**src/rtl/shevm_pad_ctrl_if.sv**
```systemverilog
// rtl/shevm_pad_ctrl_if.sv - pad-ring and core signal bundle for shevm_pad_ctrl
// master drives the raw pads and core requests, slave is the pad controller.
interface shevm_pad_ctrl_if #(
  parameter int GPIO_W = 16
);
  logic              pgood_i;
  logic [GPIO_W-1:0] bm_gpio_i;
  logic              pca_en_i;
  logic              timi_en_i;
  logic              led_clr_i;
  logic              nand_wp_o;
  logic              nor_wp_n_o;
  logic              eeprom_wp_o;
  logic              pca9306_en_o;
  logic              dsp_timi0_o;
  logic [GPIO_W-1:0] gpio_db_o;
  logic [GPIO_W-1:0] gpio_chg_o;
  logic              pwr_on_o;
  logic [3:0]        debug_led_o;

  modport master (
    output pgood_i, bm_gpio_i, pca_en_i, timi_en_i, led_clr_i,
    input  nand_wp_o, nor_wp_n_o, eeprom_wp_o, pca9306_en_o, dsp_timi0_o,
    input  gpio_db_o, gpio_chg_o, pwr_on_o, debug_led_o
  );

  modport slave (
    input  pgood_i, bm_gpio_i, pca_en_i, timi_en_i, led_clr_i,
    output nand_wp_o, nor_wp_n_o, eeprom_wp_o, pca9306_en_o, dsp_timi0_o,
    output gpio_db_o, gpio_chg_o, pwr_on_o, debug_led_o
  );
endinterface

```
**src/rtl/shevm_pad_ctrl.sv**
```systemverilog
// rtl/shevm_pad_ctrl.sv - C6678 EVM pad sequencer, GPIO debounce, TIMI0 and debug LEDs
// Pads stay protected until power-good has been stable for PG_RELEASE_CYC cycles.
module shevm_pad_ctrl #(
  parameter int GPIO_W         = 16,
  parameter int DEB_CYC        = 48000,
  parameter int PG_RELEASE_CYC = 4800,
  parameter int TIMI_DIV       = 48,
  parameter int HB_CYC         = 24000000
) (
  input logic             main_48mhz_clk_r_i,
  input logic             rst_i,
  shevm_pad_ctrl_if.slave pad
);
  localparam int WW = $clog2(PG_RELEASE_CYC + 1);
  localparam int TW = $clog2(TIMI_DIV);
  localparam int DW = $clog2(DEB_CYC + 1);
  localparam int HW = $clog2(HB_CYC + 1);
  localparam logic [WW-1:0] WAIT_LAST = WW'(PG_RELEASE_CYC - 1);
  localparam logic [TW-1:0] TIMI_LAST = TW'(TIMI_DIV - 1);
  localparam logic [TW-1:0] TIMI_HALF = TW'(TIMI_DIV / 2);
  localparam logic [DW-1:0] DEB_LAST  = DW'(DEB_CYC - 1);
  localparam logic [HW-1:0] HB_LAST   = HW'(HB_CYC - 1);

  typedef enum logic [1:0] {ST_OFF, ST_WAIT, ST_ON} state_t;

  state_t            state_q, state_d;
  logic [WW-1:0]     wait_cnt_q, wait_cnt_d;
  logic              pg_m_q, pg_m_d, pg_s_q, pg_s_d;
  logic [GPIO_W-1:0] gp_m_q, gp_m_d, gp_s_q, gp_s_d;
  logic              wp_q, wp_d, pca_q, pca_d, timi_q, timi_d, pwr_on_q, pwr_on_d;
  logic [TW-1:0]     tcnt_q, tcnt_d;
  logic [GPIO_W-1:0] gpio_db_q, gpio_db_d, gpio_chg_q, gpio_chg_d;
  logic [DW-1:0]     db_cnt_q [GPIO_W];
  logic [DW-1:0]     db_cnt_d [GPIO_W];
  logic [HW-1:0]     hb_cnt_q, hb_cnt_d;
  logic              hb_q, hb_d, led_chg_q, led_chg_d, led_flt_q, led_flt_d;
  logic              fault_evt, on_d, run;

  always_comb begin
    pg_m_d     = pad.pgood_i;
    pg_s_d     = pg_m_q;
    gp_m_d     = pad.bm_gpio_i;
    gp_s_d     = gp_m_q;
    state_d    = state_q;
    wait_cnt_d = wait_cnt_q;
    fault_evt  = 1'b0;
    unique case (state_q)
      ST_OFF: if (pg_s_q) begin
        state_d    = ST_WAIT;
        wait_cnt_d = '0;
      end
      ST_WAIT: begin
        // Losing power-good beats reaching the terminal count.
        if (!pg_s_q)                      state_d = ST_OFF;
        else if (wait_cnt_q == WAIT_LAST) state_d = ST_ON;
        else                              wait_cnt_d = wait_cnt_q + WW'(1);
      end
      ST_ON: if (!pg_s_q) begin
        state_d   = ST_OFF;
        fault_evt = 1'b1;
      end
      default: state_d = ST_OFF;
    endcase

    // Pads register from the next state so a power-good loss reaches them in 3 cycles.
    on_d     = (state_d == ST_ON);
    wp_d     = on_d;
    pca_d    = on_d & pad.pca_en_i;
    pwr_on_d = on_d;
    run      = (state_q == ST_ON) && pad.timi_en_i;
    tcnt_d   = (!run || tcnt_q == TIMI_LAST) ? '0 : tcnt_q + TW'(1);
    timi_d   = run && on_d && (tcnt_q < TIMI_HALF);

    gpio_db_d  = gpio_db_q;
    gpio_chg_d = '0;
    db_cnt_d   = db_cnt_q;
    for (int i = 0; i < GPIO_W; i++) begin
      if (gp_s_q[i] == gpio_db_q[i]) begin
        db_cnt_d[i] = '0;
      end else if (db_cnt_q[i] == DEB_LAST) begin
        gpio_db_d[i]  = gp_s_q[i];
        gpio_chg_d[i] = 1'b1;
        db_cnt_d[i]   = '0;
      end else begin
        db_cnt_d[i] = db_cnt_q[i] + DW'(1);
      end
    end

    hb_cnt_d  = (hb_cnt_q == HB_LAST) ? '0 : hb_cnt_q + HW'(1);
    hb_d      = (hb_cnt_q == HB_LAST) ? ~hb_q : hb_q;
    // Set events outrank a simultaneous clear.
    led_chg_d = (|gpio_chg_q) | (led_chg_q & ~pad.led_clr_i);
    led_flt_d = fault_evt | (led_flt_q & ~pad.led_clr_i);
  end

  always_ff @(posedge main_48mhz_clk_r_i or posedge rst_i) begin
    if (rst_i) begin
      state_q    <= ST_OFF;
      wait_cnt_q <= '0;
      pg_m_q     <= 1'b0;
      pg_s_q     <= 1'b0;
      gp_m_q     <= '0;
      gp_s_q     <= '0;
      wp_q       <= 1'b0;
      pca_q      <= 1'b0;
      timi_q     <= 1'b0;
      pwr_on_q   <= 1'b0;
      tcnt_q     <= '0;
      gpio_db_q  <= '0;
      gpio_chg_q <= '0;
      db_cnt_q   <= '{default: '0};
      hb_cnt_q   <= '0;
      hb_q       <= 1'b0;
      led_chg_q  <= 1'b0;
      led_flt_q  <= 1'b0;
    end else begin
      state_q    <= state_d;
      wait_cnt_q <= wait_cnt_d;
      pg_m_q     <= pg_m_d;
      pg_s_q     <= pg_s_d;
      gp_m_q     <= gp_m_d;
      gp_s_q     <= gp_s_d;
      wp_q       <= wp_d;
      pca_q      <= pca_d;
      timi_q     <= timi_d;
      pwr_on_q   <= pwr_on_d;
      tcnt_q     <= tcnt_d;
      gpio_db_q  <= gpio_db_d;
      gpio_chg_q <= gpio_chg_d;
      db_cnt_q   <= db_cnt_d;
      hb_cnt_q   <= hb_cnt_d;
      hb_q       <= hb_d;
      led_chg_q  <= led_chg_d;
      led_flt_q  <= led_flt_d;
    end
  end

  assign pad.nand_wp_o    = wp_q;
  assign pad.nor_wp_n_o   = wp_q;
  assign pad.eeprom_wp_o  = wp_q;
  assign pad.pca9306_en_o = pca_q;
  assign pad.dsp_timi0_o  = timi_q;
  assign pad.gpio_db_o    = gpio_db_q;
  assign pad.gpio_chg_o   = gpio_chg_q;
  assign pad.pwr_on_o     = pwr_on_q;
  assign pad.debug_led_o  = {led_flt_q, led_chg_q, pwr_on_q, hb_q};
endmodule

```
**src/flat_wrapper.sv**
```systemverilog
// flat-port wrapper written by rule: the top's interface ports become plain ports
module shevm_pad_ctrl_flat 
#(
  parameter int GPIO_W         = 16,
  parameter int DEB_CYC        = 48000,
  parameter int PG_RELEASE_CYC = 4800,
  parameter int TIMI_DIV       = 48,
  parameter int HB_CYC         = 24000000
)
  (main_48mhz_clk_r_i, rst_i, pad_pgood_i, pad_bm_gpio_i, pad_pca_en_i, pad_timi_en_i, pad_led_clr_i, pad_nand_wp_o, pad_nor_wp_n_o, pad_eeprom_wp_o, pad_pca9306_en_o, pad_dsp_timi0_o, pad_gpio_db_o, pad_gpio_chg_o, pad_pwr_on_o, pad_debug_led_o);
  shevm_pad_ctrl_if #(.GPIO_W(GPIO_W)) pad_i ();
  input logic main_48mhz_clk_r_i;
  input logic rst_i;
  input wire logic [$bits(pad_i.pgood_i)-1:0] pad_pgood_i;
  input wire logic [$bits(pad_i.bm_gpio_i)-1:0] pad_bm_gpio_i;
  input wire logic [$bits(pad_i.pca_en_i)-1:0] pad_pca_en_i;
  input wire logic [$bits(pad_i.timi_en_i)-1:0] pad_timi_en_i;
  input wire logic [$bits(pad_i.led_clr_i)-1:0] pad_led_clr_i;
  output wire logic [$bits(pad_i.nand_wp_o)-1:0] pad_nand_wp_o;
  output wire logic [$bits(pad_i.nor_wp_n_o)-1:0] pad_nor_wp_n_o;
  output wire logic [$bits(pad_i.eeprom_wp_o)-1:0] pad_eeprom_wp_o;
  output wire logic [$bits(pad_i.pca9306_en_o)-1:0] pad_pca9306_en_o;
  output wire logic [$bits(pad_i.dsp_timi0_o)-1:0] pad_dsp_timi0_o;
  output wire logic [$bits(pad_i.gpio_db_o)-1:0] pad_gpio_db_o;
  output wire logic [$bits(pad_i.gpio_chg_o)-1:0] pad_gpio_chg_o;
  output wire logic [$bits(pad_i.pwr_on_o)-1:0] pad_pwr_on_o;
  output wire logic [$bits(pad_i.debug_led_o)-1:0] pad_debug_led_o;
  assign pad_i.pgood_i = pad_pgood_i;
  assign pad_i.bm_gpio_i = pad_bm_gpio_i;
  assign pad_i.pca_en_i = pad_pca_en_i;
  assign pad_i.timi_en_i = pad_timi_en_i;
  assign pad_i.led_clr_i = pad_led_clr_i;
  assign pad_nand_wp_o = pad_i.nand_wp_o;
  assign pad_nor_wp_n_o = pad_i.nor_wp_n_o;
  assign pad_eeprom_wp_o = pad_i.eeprom_wp_o;
  assign pad_pca9306_en_o = pad_i.pca9306_en_o;
  assign pad_dsp_timi0_o = pad_i.dsp_timi0_o;
  assign pad_gpio_db_o = pad_i.gpio_db_o;
  assign pad_gpio_chg_o = pad_i.gpio_chg_o;
  assign pad_pwr_on_o = pad_i.pwr_on_o;
  assign pad_debug_led_o = pad_i.debug_led_o;
  shevm_pad_ctrl #(.GPIO_W(GPIO_W), .DEB_CYC(DEB_CYC), .PG_RELEASE_CYC(PG_RELEASE_CYC), .TIMI_DIV(TIMI_DIV), .HB_CYC(HB_CYC)) u_core (.main_48mhz_clk_r_i(main_48mhz_clk_r_i), .rst_i(rst_i), .pad(pad_i));
endmodule
```
**config.mk**
```make
export PLATFORM = sky130hd
export DESIGN_NAME = shevm_pad_ctrl_flat
export DESIGN_NICKNAME = d
export VERILOG_FILES = /design/src/rtl/shevm_pad_ctrl_if.sv /design/src/rtl/shevm_pad_ctrl.sv /design/src/flat_wrapper.sv
export SDC_FILE = /design/constraint.sdc
export NUM_CORES = 1
export LEC_CHECK = 0
export BUFFER_PORTS_ARGS = -buffer_cell sky130_fd_sc_hd__buf_2
export CAP_MARGIN = 20
export CORE_ASPECT_RATIO = 1.2
export CORE_MARGIN = 8
export CORE_UTILIZATION = 65
export DETAILED_ROUTE_END_ITERATION = 6
export GPL_TIMING_DRIVEN = 0
export PLACE_DENSITY = 0.9
export SLEW_MARGIN = 20
export SYNTH_ARGS = -nofsm -noshare
export SYNTH_HDL_FRONTEND = slang
export SYNTH_SLANG_ARGS = --single-unit
```
**constraint.sdc**
```tcl
create_clock -name main_48mhz_clk_r_i -period 32.4 [get_ports main_48mhz_clk_r_i]
set_clock_uncertainty 0.15 [all_clocks]
set_input_delay 4.86 -clock main_48mhz_clk_r_i [delete_from_list [all_inputs] [get_ports main_48mhz_clk_r_i]]
set_output_delay 4.86 -clock main_48mhz_clk_r_i [all_outputs]
set_load 0.05 [all_outputs]
```
==> flow_metrics.py <==
metrics = {
    "sta": {
        "hold_viol": 0,
        "worst_slew_margin_rel_pct": 35.9,
        "setup_tns_ns": 0,
        "worstMarginPinSlew_ns": 0.949,
        "fmax_mhz": 159,
        "rsz0062_at_grt": "false",
        "fin_crit_sh_pct": 19.5,
        "setup_violations": 0,
        "holdWs_ns": 0.198,
        "final-max-slew-violation-count": 0,
        "period_minus_slack_ns": 6.31,
    },
    "cts": {
        "post_cts_buffers": 0,
        "cts-root-buf": "clkbuf_16",
        "cts_tree": "yes",
        "numCtsBuffers": 38,
        "cts.htree.levels": 2,
        "clk_pin_slew_ns": 0.06,
        "clock_sinks": 374,
        "cts_resized": 0,
        "cts_hold_buf": 0,
        "clk_latency_ns": 0.52,
        "clock_path_buffers": 3,
    },
    "die": {
        "rows": 65,
        "io-pin-count": 64,
        "die-area_sq_um": 31600,
        "core_area_sq_um": 26000,
        "initial_utilization_pct": 65.3,
        "die_w_um": 164,
        "die_y_um": 193,
    },
    "hold_path": {
        "hold-path-cell-count": 0,
        "hold_path_class": "reg -> reg",
        "hold_start": "u_core.gp_m_q[5]",
        "worstHoldEndpoint": "u_core.gp_s_q[5]",
    },
    "grt": {
        "grt_pass1_vias": 12604,
        "antenna_found_initial": 0,
        "grt_overflow": 0,
        "gr-usage-all-layers_pct": 21.6,
        "grt_max_degree": 105,
        "grt_first_pass_wirelength_mm": 57.5,
    },
    "synth": {
        "yosysWarnings": 0,
        "synth_edf_count": 0,
        "yosys.area.top_type_share_pct": 55.1,
        "synth_top_flop_cell": "dfrtp_1",
        "synth_largest_area_cell": "dfrtp_1",
        "synth_nets": 1689,
        "yosysSeqAreaShare_pct": 55.1,
        "synthTopCellsByArea": "dfrtp_1 (55%), xnor2_1 (8.5%), nor2_1 (6.7%)",
        "synth_seq_cells": 374,
        "synth.distinct_cells": 54,
        "avgSynthCellArea_sq_um": 10.3,
        "async_reset_ff_share_pct": 100,
        "netlist_instances": 1648,
        "synthesis.area_sq_um": 17000,
    },
    "drt": {
        "wire_per_inst_um": 15.7,
        "finalWirelength_mm": 33.3,
        "dr.pass1.iters": 5,
        "drtIter0Drc": 619,
        "drc": 0,
        "via_per_inst": 5.86,
        "ant_nets": 0,
        "via_count": 12411,
    },
    "critical_path": {
        "rr_worst_depth": 6,
        "start_kind": "register",
        "worst_ep_arrival_time_ns": 1.30,
        "slowest_delay_ns": 0.46,
        "slowest_stage": "dfrtp_1",
        "r2r_end": "u_core.wait_cnt_q[0]",
        "endpoint_kind": "primary output",
        "ff2ff_setup_slack_ns": 30.05,
        "crit_family": "flip-flops",
        "required_ns": 27.39,
        "critical_path_class": "reg -> out",
        "critPathBufInv": 1,
        "cp_cell_sequence": "buf_2",
        "r2r-start": "u_core.wait_cnt_q[0]",
        "path_max_fanout": 2,
    },
    "layout": {
        "final_common_cell": "dfrtp_1",
        "nets": 1796,
        "instances_no_fill": 2119,
        "final_cell_mix": "dfrtp_1 (374), nor2_1 (305), xnor2_1 (165)",
        "fill_cells": 1714,
        "finalCoreUtilization_pct": 73.8,
        "antenna_cells": 0,
        "flow.area_growth_from_synthesis_pct": 13.1,
        "final_layout_size_suffix_gt1_share_pct": 10.2,
    },
    "placed_design": {
        "port_buffers": 63,
        "routabilityCongestion": 0.855,
        "hpwl_mm": 22.1,
        "dp_cells": 2050,
    },
    "flow_run": {
        "cap_violations": 0,
    },
    "pwr": {
        "ir_drop_mv": 0.0466,
        "p_per_area_nw_per_um2": 51.0,
        "finalPower_uw": 979,
        "p_leak_nw": 8.24,
    },
    "outcome": {
        "status": "finished, final reports clean",
    },
}
-- through the flow --
stage / cell area, sq um / setup WS (ns)
2_1_floorplan: 17000 / 17.00
3_3_place_gp: 17700 / 13.65
3_5_place_dp: 17800 / 26.01
4_1_cts: 19200 / 26.07
5_1_grt: 19200 / 26.03
6_report: 19200 / 26.09
-- layer usage --
layer	part of all wire (%)	GRT usage (%)
met5	0	0
met4	3.1	8.58
met3	4.3	3.38
met2	52	38.7
met1	41	25.7
-- synth_stat cells, types with 2 or more instances --
master / count
or4b_2: 2
nand4_1: 79
a31o_2: 8
nor2_1: 305
or3_1: 14
o21ai_0: 16
nand2b_1: 7
or4_1: 12
xnor2_1: 165
dfrtp_1: 374
clkbuf_1: 22
ha_1: 19
nand4b_1: 3
nor4b_1: 4
and3_1: 31
buf_2: 7
or2_2: 4
inv_1: 59
o31ai_1: 12
buf_4: 8
a41o_1: 9
or4_4: 2
nor2b_1: 12
and2_1: 16
a32o_1: 2
nor4_1: 63
and4_1: 14
nor4bb_1: 2
nand2_1: 74
a21oi_1: 34
nand3_1: 112
nor3_1: 41
xor2_1: 78
mux2i_1: 3
mux2_2: 16
-- how the worst max path moves through the flow --
stage,from,end,slack [ns],depth (start not counted)
detailed placement,rst_i,u_core.pad.gpio_chg_o[13],26.01,4
finish,u_core.pad.gpio_chg_o[8],pad_gpio_chg_o[8],26.09,1
global route,u_core.pad.eeprom_wp_o,pad_nand_wp_o,26.03,2
CTS,u_core.pad.gpio_chg_o[8],pad_gpio_chg_o[8],26.07,1
global placement,rst_i,u_core.db_cnt_q[86],13.65,2
floorplan,rst_i,u_core.db_cnt_q[0],17.00,1
-- cell families (layout without fill, tap and decap cells) --
logic type,Yosys count,in the layout,synth area share (%)
AOI/OAI and AO/OA,92,92,3.65
xor gates and xnor gates,243,243,12.5
adders and majority gates,19,19,1.40
buffers and inverters,97,233,2.37
DFF,374,374,55.1
muxes,20,20,1.33
and+or+nand+nor,803,803,23.6
-- flip-flops by register name, summed over array words and instances (netlist names) --
signal	flops
u_core.pad.eeprom_wp_o	1
u_core.pg_m_q	1
u_core.pad.pca9306_en_o	1
u_core.led_chg_q	1
u_core.pad.dsp_timi0_o	1
u_core.db_cnt_q	256
u_core.wait_cnt_q	13
u_core.led_flt_q	1
u_core.gp_m_q	16
u_core.pad.gpio_db_o	16
u_core.pg_s_q	1
u_core.tcnt_q	6
u_core.hb_cnt_q	25
u_core.hb_q	1
u_core.gp_s_q	16
u_core.pad.gpio_chg_o	16
u_core.state_q	2
-- area by class of cell --
class                           count  area, sq um  share of cell area, %
Inverter                           59          229                   1.19
Clock inverter                     12          179                  0.932
Timing Repair Buffer               67          425                   2.22
Multi-Input combinational cell   1177         7220                   37.6
Tap cell                          335          419                   2.18
Clock buffer                       57         1190                   6.18
Sequential cell                   374         9360                   48.7
Buffer                             38          181                  0.945
-- where the power goes --
part           leakage [nW]  total, mW  switching (mW)  internal (mW)
combinational          2.49     0.0314          0.0214         0.0100
clock                 0.664      0.466           0.180          0.286
sequential             5.09      0.482         0.00719          0.475
Note: power is estimated with default switching activity, not from simulation.
